$ cat src/rtl/cnt_gate_ctrl_if.sv
// Result interface of the measurement-window controller.
// Carries the captured count, its overflow qualifier and the valid/ready
// handshake. When CNT_GATE_AUTO_RESTART_EN is defined the bus also carries
// the one-cycle "result lost" pulse of the free-running mode.
interface cnt_gate_ctrl_if #(
    parameter int CNT_WIDTH = 8
);
    logic [CNT_WIDTH-1:0] data;
    logic                 ovf;
    logic                 valid;
    logic                 ready;
`ifdef CNT_GATE_AUTO_RESTART_EN
    logic                 lost;

    modport master (
        output data,
        output ovf,
        output valid,
        output lost,
        input  ready
    );

    modport slave (
        input  data,
        input  ovf,
        input  valid,
        input  lost,
        output ready
    );
`else
    modport master (
        output data,
        output ovf,
        output valid,
        input  ready
    );

    modport slave (
        input  data,
        input  ovf,
        input  valid,
        output ready
    );
`endif
endinterface

$ cat src/rtl/cnt_gate_ctrl.sv
// cnt_gate_ctrl - measurement-window controller for one pulse-counter channel.
//
// Sequence per measurement: IDLE -> CLEAR (counter clear pulse) -> GATE
// (counter enabled for gate_len cycles) -> SETTLE (counter idle while its
// output settles) -> CAPTURE (count, overflow flag and valid registered on the
// result bus) -> IDLE.
//
// Overflow: while the gate is open and during settle, every cycle the counter
// value is compared with the value of the previous cycle; a decrease means the
// counter wrapped and sets a sticky flag that qualifies the captured count.
//
// Optional feature macro: CNT_GATE_AUTO_RESTART_EN
//   defined   - after CAPTURE the controller re-enters CLEAR with the last
//               latched gate length (free-running windows); an unaccepted
//               result is overwritten and res.lost pulses for one cycle.
//   undefined - single-shot measurements, results are never overwritten.
module cnt_gate_ctrl #(
    parameter int CNT_WIDTH     = 8,
    parameter int GATE_WIDTH    = 16,
    parameter int SETTLE_CYCLES = 2
) (
    input  logic                  i_clk,
    input  logic                  i_rst,
    input  logic                  i_start,
    input  logic [GATE_WIDTH-1:0] i_gate_len,
    input  logic [CNT_WIDTH-1:0]  i_cnt,
    output logic                  o_cnt_en,
    output logic                  o_cnt_rst,
    output logic                  o_busy,
    cnt_gate_ctrl_if.master       res
);

    typedef enum logic [2:0] {
        ST_IDLE    = 3'd0,
        ST_CLEAR   = 3'd1,
        ST_GATE    = 3'd2,
        ST_SETTLE  = 3'd3,
        ST_CAPTURE = 3'd4
    } state_t;

    localparam logic [GATE_WIDTH-1:0] GATE_ONE   = GATE_WIDTH'(1);
    localparam logic [3:0]            SETTLE_LD  = 4'(SETTLE_CYCLES);

    state_t                state;
    logic [GATE_WIDTH-1:0] gate_len;
    logic [GATE_WIDTH-1:0] gate_tmr;
    logic [3:0]            settle_tmr;
    logic [CNT_WIDTH-1:0]  prev_cnt;
    logic                  ovf_sticky;
    logic                  start_ok;
    logic                  track_ovf;

    // A zero gate length would give an empty window; it is run as one cycle.
    function automatic logic [GATE_WIDTH-1:0] norm_len(input logic [GATE_WIDTH-1:0] len);
        norm_len = (len == '0) ? GATE_ONE : len;
    endfunction

    // A start is only honoured when the output slot is free or being freed.
    assign start_ok = i_start & (~res.valid | res.ready);

    // Wrap tracking is active while the counter may still change.
    assign track_ovf = (state == ST_GATE) || (state == ST_SETTLE);

    // Measurement sequencer: state, timers, overflow tracking and registered outputs.
    always_ff @(posedge i_clk or posedge i_rst) begin
        if (i_rst) begin
            state      <= ST_IDLE;
            gate_len   <= '0;
            gate_tmr   <= '0;
            settle_tmr <= 4'd0;
            prev_cnt   <= '0;
            ovf_sticky <= 1'b0;
            o_cnt_en   <= 1'b0;
            o_cnt_rst  <= 1'b0;
            o_busy     <= 1'b0;
            res.data   <= '0;
            res.ovf    <= 1'b0;
            res.valid  <= 1'b0;
`ifdef CNT_GATE_AUTO_RESTART_EN
            res.lost   <= 1'b0;
`endif
        end else begin
            // Pulses default low; the states below raise them for one cycle.
            o_cnt_rst <= 1'b0;
`ifdef CNT_GATE_AUTO_RESTART_EN
            res.lost  <= 1'b0;
`endif

            // Consumer handshake; a capture in the same cycle overrides below.
            if (res.valid && res.ready) begin
                res.valid <= 1'b0;
            end

            // Counter wrap detection across gate and settle.
            if (track_ovf) begin
                prev_cnt <= i_cnt;
                if (i_cnt < prev_cnt) begin
                    ovf_sticky <= 1'b1;
                end
            end

            case (state)
                ST_IDLE: begin
                    o_cnt_en <= 1'b0;
                    if (start_ok) begin
                        gate_len  <= norm_len(i_gate_len);
                        o_cnt_rst <= 1'b1;
                        o_busy    <= 1'b1;
                        state     <= ST_CLEAR;
                    end else begin
                        o_busy    <= 1'b0;
                    end
                end

                ST_CLEAR: begin
                    // Counter is being cleared this cycle, so tracking restarts at 0.
                    prev_cnt   <= '0;
                    ovf_sticky <= 1'b0;
                    gate_tmr   <= gate_len;
                    o_cnt_en   <= 1'b1;
                    state      <= ST_GATE;
                end

                ST_GATE: begin
                    if (gate_tmr == GATE_ONE) begin
                        o_cnt_en   <= 1'b0;
                        settle_tmr <= SETTLE_LD;
                        state      <= ST_SETTLE;
                    end else begin
                        gate_tmr   <= gate_tmr - GATE_ONE;
                    end
                end

                ST_SETTLE: begin
                    // The first gate-closed cycle is the counter registering its
                    // last enabled increment; SETTLE_CYCLES idle cycles follow.
                    if (settle_tmr == 4'd0) begin
                        state      <= ST_CAPTURE;
                    end else begin
                        settle_tmr <= settle_tmr - 4'd1;
                    end
                end

                ST_CAPTURE: begin
                    res.data  <= i_cnt;
                    res.ovf   <= ovf_sticky;
                    res.valid <= 1'b1;
`ifdef CNT_GATE_AUTO_RESTART_EN
                    // Previous result still pending and not taken now: it is lost.
                    res.lost  <= res.valid & ~res.ready;
                    o_cnt_rst <= 1'b1;
                    state     <= ST_CLEAR;
`else
                    o_busy    <= 1'b0;
                    state     <= ST_IDLE;
`endif
                end

                default: begin
                    o_cnt_en  <= 1'b0;
                    o_busy    <= 1'b0;
                    state     <= ST_IDLE;
                end
            endcase
        end
    end

endmodule

$ cat src/flat_wrapper.sv
// flat-port wrapper written by rule: the top's interface ports become plain ports
module cnt_gate_ctrl_flat 
#(
    parameter int CNT_WIDTH     = 8,
    parameter int GATE_WIDTH    = 16,
    parameter int SETTLE_CYCLES = 2
)
  (i_clk, i_rst, i_start, i_gate_len, i_cnt, o_cnt_en, o_cnt_rst, o_busy, res_data, res_ovf, res_valid, res_ready);
  cnt_gate_ctrl_if #(.CNT_WIDTH(CNT_WIDTH)) res_i ();
  input  logic i_clk;
  input  logic i_rst;
  input  logic i_start;
  input  logic [GATE_WIDTH-1:0] i_gate_len;
  input  logic [CNT_WIDTH-1:0] i_cnt;
  output logic o_cnt_en;
  output logic o_cnt_rst;
  output logic o_busy;
  output wire logic [$bits(res_i.data)-1:0] res_data;
  output wire logic [$bits(res_i.ovf)-1:0] res_ovf;
  output wire logic [$bits(res_i.valid)-1:0] res_valid;
  input wire logic [$bits(res_i.ready)-1:0] res_ready;
  assign res_data = res_i.data;
  assign res_ovf = res_i.ovf;
  assign res_valid = res_i.valid;
  assign res_i.ready = res_ready;
  cnt_gate_ctrl #(.CNT_WIDTH(CNT_WIDTH), .GATE_WIDTH(GATE_WIDTH), .SETTLE_CYCLES(SETTLE_CYCLES)) u_core (.i_clk(i_clk), .i_rst(i_rst), .i_start(i_start), .i_gate_len(i_gate_len), .i_cnt(i_cnt), .o_cnt_en(o_cnt_en), .o_cnt_rst(o_cnt_rst), .o_busy(o_busy), .res(res_i));
endmodule
$ cat config.mk
export PLATFORM = sky130hd
export DESIGN_NAME = cnt_gate_ctrl_flat
export DESIGN_NICKNAME = d
export VERILOG_FILES = /design/src/rtl/cnt_gate_ctrl_if.sv /design/src/rtl/cnt_gate_ctrl.sv /design/src/flat_wrapper.sv
export SDC_FILE = /design/constraint.sdc
export NUM_CORES = 1
export LEC_CHECK = 0
export CELL_PAD_IN_SITES_DETAIL_PLACEMENT = 1
export CELL_PAD_IN_SITES_GLOBAL_PLACEMENT = 1
export CORE_MARGIN = 2
export CORE_UTILIZATION = 35
export DETAILED_ROUTE_END_ITERATION = 8
export PLACE_DENSITY_LB_ADDON = 0.2
export SYNTH_ARGS = -nofsm -noshare
export SYNTH_HDL_FRONTEND = slang
export SYNTH_SLANG_ARGS = --single-unit
$ cat constraint.sdc
create_clock -name i_clk -period 2.8 [get_ports i_clk]
set_input_delay 0.7 -clock i_clk [delete_from_list [all_inputs] [get_ports i_clk]]
set_output_delay 0.7 -clock i_clk [all_outputs]
set_load 0.03 [all_outputs]
==> metrics.yaml <==
outcome:
  status: "finished clean"
synth:
  synth_edf_count: 0
  most_frequently_used_cell_type_in_the_post_synthesis_netlist: "sky130_fd_sc_hd__dfrtp_1"
  synth_commonest_cells: "61 x sky130_fd_sc_hd__dfrtp_1, 24 x sky130_fd_sc_hd__mux2_2, 20 x sky130_fd_sc_hd__nor2_1"
  synth_nets: 332
  yosysWarnings: 0
  yosys_top_cell_area_share: 0.487
  netlist_instances: 293
  ys_seq_elements: 61
  async_flop_share: 1.00
  synth.top_cells.by_area: "sky130_fd_sc_hd__dfrtp_1 49%, sky130_fd_sc_hd__mux2_2 8.6%, sky130_fd_sc_hd__ha_1 4.4%"
  yosys_most_used_dff: "sky130_fd_sc_hd__dfrtp_1"
  synth.distinct_cells: 55
  synthesis.area_um2: 3140
  synthDominantAreaCellType: "sky130_fd_sc_hd__dfrtp_1"
  sequential_cell_area_fraction_in_the_yosys_report: 0.487
  synth.avg_cell_area_um2: 10.7
route:
  post_drt_wl_per_cell_um: 16.7
  drt-initial-drc-count: 122
  detailroute.wirelength.met2_um: 3260
  detailroute.wirelength.met3_um: 186
  vias: 2427
  wl_met1_um: 3910
  drcViolationCount: 0
  via_per_inst: 5.44
  drt-pass1-iter-count: 4
  route.antenna.remaining_nets: 0
  wl_um: 7440
  routed.top_layer: "met4"
clock_network:
  cts_tree: "built"
  clk_transition_reported_paths_ns: 0.07
  max-clock-path-buffers: 2
  postCtsSetupBuffers: 0
  postCtsHoldBufs: 0
  cts_inserted_buffers: 9
  insertion_delay_ns: 0.35
  clkSinkCount: 61
  ctsResizeCount: 0
  ctsRootBufferMaster: "sky130_fd_sc_hd__clkbuf_8"
  htreeDepth: 3
critical_path:
  r2r-end: "u_core.gate_tmr[11]"
  crit_path_start: "u_core.gate_tmr[4]"
  critical_path_arrival_ns: 2.56
  timing.rr.start: "u_core.gate_tmr[4]"
  cp.required_ns: 3.02
  cp-start-kind: "register"
  cp_peak_stage_delay_ns: 0.52
  crit_path_cells: "or3_1 -> nor4_4 -> a21o_1 -> nand2_4 -> a221o_1"
  r2r_slack_ns: 0.46
  worstSetupEndpoint: "u_core.gate_tmr[11]"
  critical_path_class: "register to register"
  crit_path_top_delay_cell: "sky130_fd_sc_hd__or3_1"
  top_fanout_value_on_the_critical_path: 11
  worst-r2r-cell-count: 5
  timing.critical_path.to_type: "register"
cells_and_area:
  final_standard_cell_area_without_fillers_um2: 3860
  area_delta_synth_final_pct: 23.1
  number_of_nets_in_the_finished_design: 372
  drive_above_1_share: 0.172
  fin_cells: 446
  insertedDiodeCount: 0
  filler_cell_count: 958
timing:
  timing.final.max_slew_violations: 0
  fin_skew_ns: 0.0102
  timing_worst_slew_pin_value_ns: 0.643
  hold_violations: 0
  final_clock_period_utilization_by_the_worst_path: 0.835
  finalSetupViolCount: 0
  shortest_period_the_worst_path_allows_ns: 2.34
  totalNegativeSetupSlack_ns: 0
  max_freq_ghz: 0.428
  worst_slew_margin_rel: 0.570
  grt_setup_unrepaired: "no"
die:
  die_y_um: 98.7
  die_w_um: 98.7
  area_enclosed_by_the_die_boundary_um2: 9730
  rows: 34
  floorplan.initialDensity: 0.360
  num_io_pins: 41
  core_region_area_um2: 8720
place:
  hpwl_um: 5310
  place.detailed.instances: 430
  postPlaceCellArea_um2: 3650
  globalplace.congestion: 0.823
  buffer_ports.inserted: 40
grt:
  number_of_antenna_violations_at_the_first_check_in_global_routing: 0
  global_route.usage.total: 0.166
  globalRoute.totalOverflow: 0
  first_global_vias: 2480
  grt_max_degree: 62
  global_route_wire_length_before_repair_um: 12900
hold_path:
  min_path_type: "register to register"
  holdPathStages: 1
power_and_ir_drop:
  power_leakage_uw: 0.00164
  vdd_drop_max_mv: 0.478
  pwr_density_cell_nw_per_um2: 1140
flow_run:
  drv_cap: 0
==> report_power, final <==
| part | internal [uW] | switching (uW) | total (uW) |
|---|---|---|---|
| sequential | 1310 | 369 | 1680 |
| combinational | 884 | 1030 | 1920 |
| clock | 483 | 342 | 825 |
==> worst max-delay path, delay by kind of cell (launching register included) <==
family	cells	cell delay, ns
AND/OR/NAND/NOR	3	0.96
AO/OA/AOI/OAI	2	0.80
flip-flops	1	0.44
==> state kept, by name (all words and copies together) (netlist names), 3 cells and up <==
signal             flops
u_core.prev_cnt        8
u_core.res.data        8
u_core.state           3
u_core.settle_tmr      4
u_core.gate_tmr       16
u_core.gate_len       16
==> layer usage <==
metal,global-route usage,up-vias
met4,0.0506,0
li1,-,1163
met2,0.238,36
met3,0.0362,10
met5,0,-
met1,0.252,1218
==> cells by family after synthesis <==
logic type      Yosys count  synth area share
simple gates             81             0.150
compound gates           76             0.169
flops                    61             0.487
buf+inv                  35            0.0479
mux                      26            0.0942
fa+ha+maj                11            0.0439
xor+xnor                  3           0.00838
==> how the worst min path moves through the flow <==
stage,endpoint,startpoint,slack (ns)
floorplan,u_core.gate_len[0],u_core.gate_len[0],0.45
global placement,u_core.prev_cnt[7],u_core.prev_cnt[7],0.48
detailed placement,u_core.prev_cnt[0],u_core.prev_cnt[0],0.49
CTS,u_core.ovf_sticky,u_core.ovf_sticky,0.51
global route,u_core.prev_cnt[6],u_core.prev_cnt[6],0.52
finish,u_core.prev_cnt[3],u_core.prev_cnt[3],0.51
==> final cells by class <==
class                           instances  area (um^2)  area share
Inverter                               17         63.8      0.0165
Timing Repair Buffer                   47          465       0.121
Tap cell                              108          135      0.0350
Clock buffer                           13          169      0.0437
Multi-Input combinational cell        197         1460       0.378
Clock inverter                          3         42.5      0.0110
Sequential cell                        61         1530       0.395
==> placed cells by master (no fill, tap or decap), types with 9 or more instances in the layout <==
cell and instances:
sky130_fd_sc_hd__nor2_1 20, sky130_fd_sc_hd__clkdlybuf4s50_1 40, sky130_fd_sc_hd__dfrtp_1 61, sky130_fd_sc_hd__mux2_2 24
sky130_fd_sc_hd__a22o_1 10, sky130_fd_sc_hd__ha_1 11, sky130_fd_sc_hd__clkbuf_8 12, sky130_fd_sc_hd__inv_1 16
sky130_fd_sc_hd__a21oi_1 17, sky130_fd_sc_hd__nand2_1 14, sky130_fd_sc_hd__o21ai_0 14, sky130_fd_sc_hd__nand3_1 9
==> metrics by stage <==
stage / power, uW / utilization / hold WS [ns] / setup slack (ns)
6_report: 4420 / 0.443 / 0.506 / 0.463
4_1_cts: 4470 / 0.443 / 0.511 / 0.490
3_5_place_dp: 3620 / 0.419 / 0.489 / 0.355
3_3_place_gp: 3560 / 0.419 / 0.483 / 0.377
5_1_grt: 4770 / 0.443 / 0.521 / 0.349
2_1_floorplan: 3000 / - / 0.451 / 0.587
(Power assumes the default switching activity.)
